$ cat src/rtl/io_port_ctrl.sv
// Memory-mapped IO port: debounced buttons, switch-snapshot FIFO and LED register.
// Optional interrupt output is enabled by defining IOPORT_IRQ_EN.
module io_port_ctrl #(
    parameter int SW_W         = 16,
    parameter int LED_W        = 12,
    parameter int FIFO_DEPTH   = 4,
    parameter int DEBOUNCE_CYC = 16,
    parameter int ADDR_W       = 3
) (
    input  logic              clk,
    input  logic              rst,
    input  logic              pRead,
    input  logic              pWrite,
    input  logic [ADDR_W-1:0] addr,
    input  logic [31:0]       pWriteData,
    output logic [31:0]       pReadData,
    input  logic              buttonL,
    input  logic              buttonR,
    input  logic [SW_W-1:0]   switch,
    output logic [LED_W-1:0]  led
`ifdef IOPORT_IRQ_EN
    ,
    output logic              irq
`endif
);

    localparam int PTR_W = (FIFO_DEPTH > 1) ? $clog2(FIFO_DEPTH) : 1;
    localparam int CNT_W = PTR_W + 1;
    localparam int DB_W  = $clog2(DEBOUNCE_CYC) + 1;

    // index 0 = buttonL, index 1 = buttonR
    logic [1:0]            btn_s1_q, btn_s2_q, btn_deb_q, btn_deb_d;
    logic [1:0][DB_W-1:0]  db_cnt_q, db_cnt_d;
    logic [1:0]            press;
    logic [SW_W-1:0]       sw_s1_q, sw_s2_q;

    logic [SW_W-1:0]       mem_q [FIFO_DEPTH];
    logic [PTR_W-1:0]      wptr_q, wptr_d, rptr_q, rptr_d;
    logic [CNT_W-1:0]      count_q, count_d;
    logic                  ovf_q, ovf_d;
    logic                  push_ok;

    logic [LED_W-1:0]      led_reg_q, led_reg_d;
    logic [LED_W-1:0]      led_q, led_d;
    logic                  led_shown_q, led_shown_d;
    logic [31:0]           rdata_q, rdata_d;

    logic                  rd_en, wr_en;
    logic                  pop_req, flush, clr_ovf;
    logic                  full, nonempty, pop_ok;
    logic [SW_W-1:0]       head;
    logic [31:0]           status;
    logic                  unused_wdata;

    assign unused_wdata = ^pWriteData;

    assign rd_en    = pRead;
    assign wr_en    = pWrite;
    assign full     = (count_q == CNT_W'(FIFO_DEPTH));
    assign nonempty = (count_q != '0);
    assign head     = nonempty ? mem_q[rptr_q] : '0;
    assign pop_req  = rd_en && (addr == ADDR_W'(3));
    assign flush    = wr_en && (addr == ADDR_W'(4)) && pWriteData[1];
    assign clr_ovf  = wr_en && (addr == ADDR_W'(4)) && pWriteData[0];
    assign pop_ok   = pop_req && nonempty;

`ifdef IOPORT_IRQ_EN
    logic irq_on_data_q, irq_on_data_d;
    logic irq_on_ovf_q, irq_on_ovf_d;
    logic irq_q, irq_d;

    always_comb begin
        irq_on_data_d = irq_on_data_q;
        irq_on_ovf_d  = irq_on_ovf_q;
        if (wr_en && (addr == ADDR_W'(4))) begin
            irq_on_data_d = pWriteData[2];
            irq_on_ovf_d  = pWriteData[3];
        end
        irq_d = (irq_on_data_q & nonempty) | (irq_on_ovf_q & ovf_q);
    end

    always_ff @(posedge clk or negedge rst) begin
        if (!rst) begin
            irq_on_data_q <= 1'b0;
            irq_on_ovf_q  <= 1'b0;
            irq_q         <= 1'b0;
        end else begin
            irq_on_data_q <= irq_on_data_d;
            irq_on_ovf_q  <= irq_on_ovf_d;
            irq_q         <= irq_d;
        end
    end

    assign irq    = irq_q;
    assign status = {21'b0, irq_on_ovf_q, irq_on_data_q, 5'(count_q),
                     ovf_q, full, nonempty, led_shown_q};
`else
    assign status = {21'b0, 2'b00, 5'(count_q), ovf_q, full, nonempty, led_shown_q};
`endif

    // Debounce: counter runs only while the synchronised level disagrees with the accepted state.
    always_comb begin
        for (int i = 0; i < 2; i++) begin
            press[i]     = 1'b0;
            btn_deb_d[i] = btn_deb_q[i];
            db_cnt_d[i]  = db_cnt_q[i];
            if (btn_s2_q[i] == btn_deb_q[i]) begin
                db_cnt_d[i] = '0;
            end else if (db_cnt_q[i] == DB_W'(DEBOUNCE_CYC - 1)) begin
                btn_deb_d[i] = ~btn_deb_q[i];
                db_cnt_d[i]  = '0;
                press[i]     = ~btn_deb_q[i];
            end else begin
                db_cnt_d[i] = db_cnt_q[i] + DB_W'(1);
            end
        end
    end

    // FIFO: pop frees a slot in the same cycle, so a full FIFO accepts a concurrent push.
    always_comb begin
        wptr_d  = wptr_q;
        rptr_d  = rptr_q;
        count_d = count_q;
        ovf_d   = ovf_q;
        push_ok = 1'b0;
        if (clr_ovf) ovf_d = 1'b0;
        if (flush) begin
            wptr_d  = '0;
            rptr_d  = '0;
            count_d = '0;
        end else begin
            if (press[1]) begin
                if (!full || pop_ok) push_ok = 1'b1;
                else                 ovf_d   = 1'b1;
            end
            if (push_ok) wptr_d = wptr_q + PTR_W'(1);
            if (pop_ok)  rptr_d = rptr_q + PTR_W'(1);
            if (push_ok && !pop_ok)      count_d = count_q + CNT_W'(1);
            else if (pop_ok && !push_ok) count_d = count_q - CNT_W'(1);
        end
    end

    // LED path: a CPU write in the same cycle as a show event still clears led_shown.
    always_comb begin
        led_reg_d   = led_reg_q;
        led_d       = led_q;
        led_shown_d = led_shown_q;
        if (press[0]) begin
            led_d       = led_reg_q;
            led_shown_d = 1'b1;
        end
        if (wr_en && (addr == ADDR_W'(1))) begin
            led_reg_d   = pWriteData[LED_W-1:0];
            led_shown_d = 1'b0;
        end
    end

    always_comb begin
        rdata_d = rdata_q;
        if (rd_en) begin
            case (addr)
                ADDR_W'(0): rdata_d = status;
                ADDR_W'(1): rdata_d = 32'(led_reg_q);
                ADDR_W'(2): rdata_d = {24'b0, head[7:0]};
                ADDR_W'(3): rdata_d = 32'(head >> 8);
                default:    rdata_d = '0;
            endcase
        end
    end

    always_ff @(posedge clk or negedge rst) begin
        if (!rst) begin
            btn_s1_q    <= '0;
            btn_s2_q    <= '0;
            btn_deb_q   <= '0;
            db_cnt_q    <= '0;
            sw_s1_q     <= '0;
            sw_s2_q     <= '0;
            wptr_q      <= '0;
            rptr_q      <= '0;
            count_q     <= '0;
            ovf_q       <= 1'b0;
            led_reg_q   <= '0;
            led_q       <= '0;
            led_shown_q <= 1'b0;
            rdata_q     <= '0;
        end else begin
            btn_s1_q    <= {buttonR, buttonL};
            btn_s2_q    <= btn_s1_q;
            btn_deb_q   <= btn_deb_d;
            db_cnt_q    <= db_cnt_d;
            sw_s1_q     <= switch;
            sw_s2_q     <= sw_s1_q;
            wptr_q      <= wptr_d;
            rptr_q      <= rptr_d;
            count_q     <= count_d;
            ovf_q       <= ovf_d;
            led_reg_q   <= led_reg_d;
            led_q       <= led_d;
            led_shown_q <= led_shown_d;
            rdata_q     <= rdata_d;
        end
    end

    // Storage carries no reset; validity is tracked by the pointers and count.
    always_ff @(posedge clk) begin
        if (push_ok) mem_q[wptr_q] <= sw_s2_q;
    end

    assign led       = led_q;
    assign pReadData = rdata_q;

endmodule
$ cat config.mk
export PLATFORM = sky130hd
export DESIGN_NAME = io_port_ctrl
export DESIGN_NICKNAME = d
export VERILOG_FILES = /design/src/rtl/io_port_ctrl.sv
export SDC_FILE = /design/constraint.sdc
export NUM_CORES = 1
export LEC_CHECK = 0
export CORE_UTILIZATION = 57
export DETAILED_ROUTE_END_ITERATION = 7
export HOLD_SLACK_MARGIN = 0.02
export PLACE_DENSITY = 0.84
export SLEW_MARGIN = 20
export SYNTH_ARGS = -nofsm -noshare
export SYNTH_HDL_FRONTEND = slang
export SYNTH_SLANG_ARGS = --single-unit
$ cat constraint.sdc
create_clock -name clk -period 4.05 [get_ports clk]
set_input_delay 0.6075 -clock clk [delete_from_list [all_inputs] [get_ports clk]]
set_output_delay 0.6075 -clock clk [all_outputs]
set_load 0.1 [all_outputs]
==> impl_metrics.csv <==
group,metric,value,unit
status,outcome,"complete, no violations",
die,die_area,0.0112,mm²
clock_network,cts_resized,0,
synth,netlist_area,0.00617,mm²
power_and_ir_drop,ir_worst_vdd,516,µV
clock_network,insertion_delay,0.53,ns
synth,syn_area_per_cell,16.5,µm²
critical_path,cp_num_cells,1,
routing,firstDrtPassIters,4,
clock_network,clockRootBuffer,"clkbuf_8",
clock_network,clkSinkCount,157,
finish,drive_above_1_share,19.6,%
clock_network,path_clk_slew,0.07,ns
sta,rsz0062_at_grt,"no",
place,portBuffers,60,
critical_path,crit_fanout,2,
power_and_ir_drop,power.leakage,2.97,nW
place,placed_cell_area,0.00680,mm²
die,start_util,59.2,%
routing,drt_iter0_drc,136,
sta,period_minus_slack,2.67,ns
synth,netlist_instances,373,
power_and_ir_drop,power_density,569,mW/mm²
global_routing,grt_remaining_overflow,0,
sta,setup_viol,0,
synth,ys_top_cells_by_area,"dfrtp_1, edfxtp_1, mux4_2, mux2_2, buf_4",
sta,tns,0,ns
synth,synth.largest_area_cell,"dfrtp_1",
clock_network,cts_made_buffers,17,
synth,yosysSeqAreaShare,68.9,%
synth,synth_warnings,0,
die,fp.dieW,106,µm
synth,ys.flop_type,"dfrtp_1",
clock_network,htree_levels,4,
sta,fmax,374,MHz
die,core,0.0104,mm²
synth,synthDominantCellAreaShare,37.7,%
clock_network,tritoncts,"built",
sta,finClkSkew,0.00985,ns
critical_path,r2r_cells,5,
critical_path,cpMaxStageDelayCell,"clkdlybuf4s50_1",
finish,diodes,0,
finish,fillers,689,
finish,fin_cells,590,
clock_network,cts_buffer_depth,2,
synth,ys_ff_latch,157,
critical_path,crit_arrival,2.06,ns
synth,synth_edf_count,64,
clock_network,ctsHoldBuffers,0,
finish,area_growth,19.5,%
clock_network,post_cts_buffers,0,
hold_path,holdCritPathClass,"primary input to async pin",
place,gp_congestion,0.777,
die,dieHeight,106,µm
place,dp.cells,558,
global_routing,grt_pass1_wl,17.5,mm
routing,ant_nets,0,
critical_path,slowest_delay,1.15,ns
critical_path,reg2reg_slack,1.77,ns
global_routing,antenna_found_initial,0,
synth,synth.cells.most_frequent,"dfrtp_1, edfxtp_1, buf_4",
place,hpwl,6.76,mm
routing,viasPerCell,5.42,
critical_path,crit_buf_inv,1,
synth,post-synth-top-count-cell,"dfrtp_1",
synth,synth_cell_types,50,
job,maxCapViolCount,0,
die,io_pins,101,
finish,postLayoutCellArea,0.00737,mm²
critical_path,crit_type,"register to output port",
sta,timing.final.hold_violations,0,
sta,slew_headroom,34.5,%
critical_path,required,3.44,ns
critical_path,path_cells,"clkdlybuf4s50_1",
global_routing,first_global_vias,3319,
sta,finalCritPeriodShare,66.0,%
routing,avgRoutedWirePerCell,18.5,µm
routing,totalWireLength,10.9,mm
global_routing,grt_usage,21.3,%
critical_path,cp-start-kind,"register",
synth,async_flop_share,59.2,%
finish,nets,505,
sta,slew_violations,0,
routing,vias,3195,
routing,drc,0,
die,rows,37,
critical_path,critical_path.top_delay_family,"buffers and inverters",
global_routing,grt_max_degree,82,
critical_path,critPathCaptureType,"output port",
sta,worst_slew_pin_slew,0.980,ns
==> flip-flops by register name (all words and copies together), names as in the netlist <==
signal,count
mem_q,64
sw_s1_q,16
sw_s2_q,16
led,12
led_reg_q,12
pReadData,12
db_cnt_q,10
count_q,3
btn_deb_q,2
btn_s1_q,2
btn_s2_q,2
rptr_q,2
wptr_q,2
led_shown_q,1
ovf_q,1
==> final cells by class <==
type,count,area (µm²),area share (%)
sequential,157,4250,57.7
multi-input combinational,193,1730,23.5
timing repair buffer,61,609,8.27
clock buffer,19,442,5.99
tap,136,170,2.31
clock inverter,13,129,1.75
inverter,11,41.3,0.560
==> routing by layer <==
metal / vias to the layer above / part of all wire, % / routed length (µm) / GRT usage (%)
met5: - / 0 / 0 / 0
met4: 0 / 0.84 / 92 / 9.62
met3: 7 / 4.2 / 463 / 5.03
met2: 97 / 53 / 5740 / 35.1
met1: 1644 / 42 / 4600 / 27.2
li1: 1447 / - / - / -
==> kinds of logic (layout without fill, tap and decap cells) <==
kind of cell / count (synthesis) / count (layout) / synth area share [%]
compound gates: 29 / 29 / 3.41
xor+xnor: 8 / 8 / 1.14
fa+ha+maj: 7 / 7 / 1.54
buf+inv: 42 / 104 / 4.20
flops: 157 / 157 / 68.9
mux: 57 / 57 / 12.7
other cells: 1 / 20 / 0.0608
simple gates: 72 / 72 / 8.08
==> metrics by stage <==
stage	setup WS [ns]	utilization [%]	hold WS [ns]	total power [mW]
2_1_floorplan	1.87	-	0.312	2.51
3_3_place_gp	0.993	65.2	0.333	2.67
3_5_place_dp	0.950	65.2	0.335	2.70
4_1_cts	1.35	70.7	0.277	4.23
5_1_grt	1.34	70.8	0.156	4.35
6_report	1.38	70.8	0.117	4.19
==> path summary, 6_finish.rpt <==
| path | startpoint | endpoint |
|---|---|---|
| setup reg to reg | db_cnt_q[5] | mem_q[3][7] |
| hold / removal | rst | led[8] |
| hold reg to reg | sw_s1_q[11] | sw_s2_q[11] |
| min in group clk | sw_s1_q[11] | sw_s2_q[11] |
| max in group asynchronous | rst | sw_s2_q[12] |
| setup / recovery | pReadData[6] | pReadData[6] |
==> power by group <==
group,internal (mW),switching [mW]
clock,0.863,0.658
combinational,0.298,0.444
sequential,1.76,0.175
total,2.92,1.28
==> layout by cell type (no fill, tap or decap), types with 3 or more instances in the layout <==
master and instances:
clkbuf_16 16, nor3b_1 3, mux2_2 19, and3_2 4, xnor2_1 7, nor2b_1 5
a21oi_1 8, dfrtp_1 92, edfxtp_1 64, clkinvlp_4 3, nor3_1 3, nor2_1 13
nand2b_1 7, inv_1 10, mux2_1 9, o221ai_1 6, clkbuf_8 3, clkdlybuf4s50_1 59
o21ai_0 7, mux4_2 14, inv_6 4, conb_1 20, ha_1 6, nand2_1 16
nor2_2 3, mux2i_1 15
No activity file was read; power rests on OpenSTA's default activity.
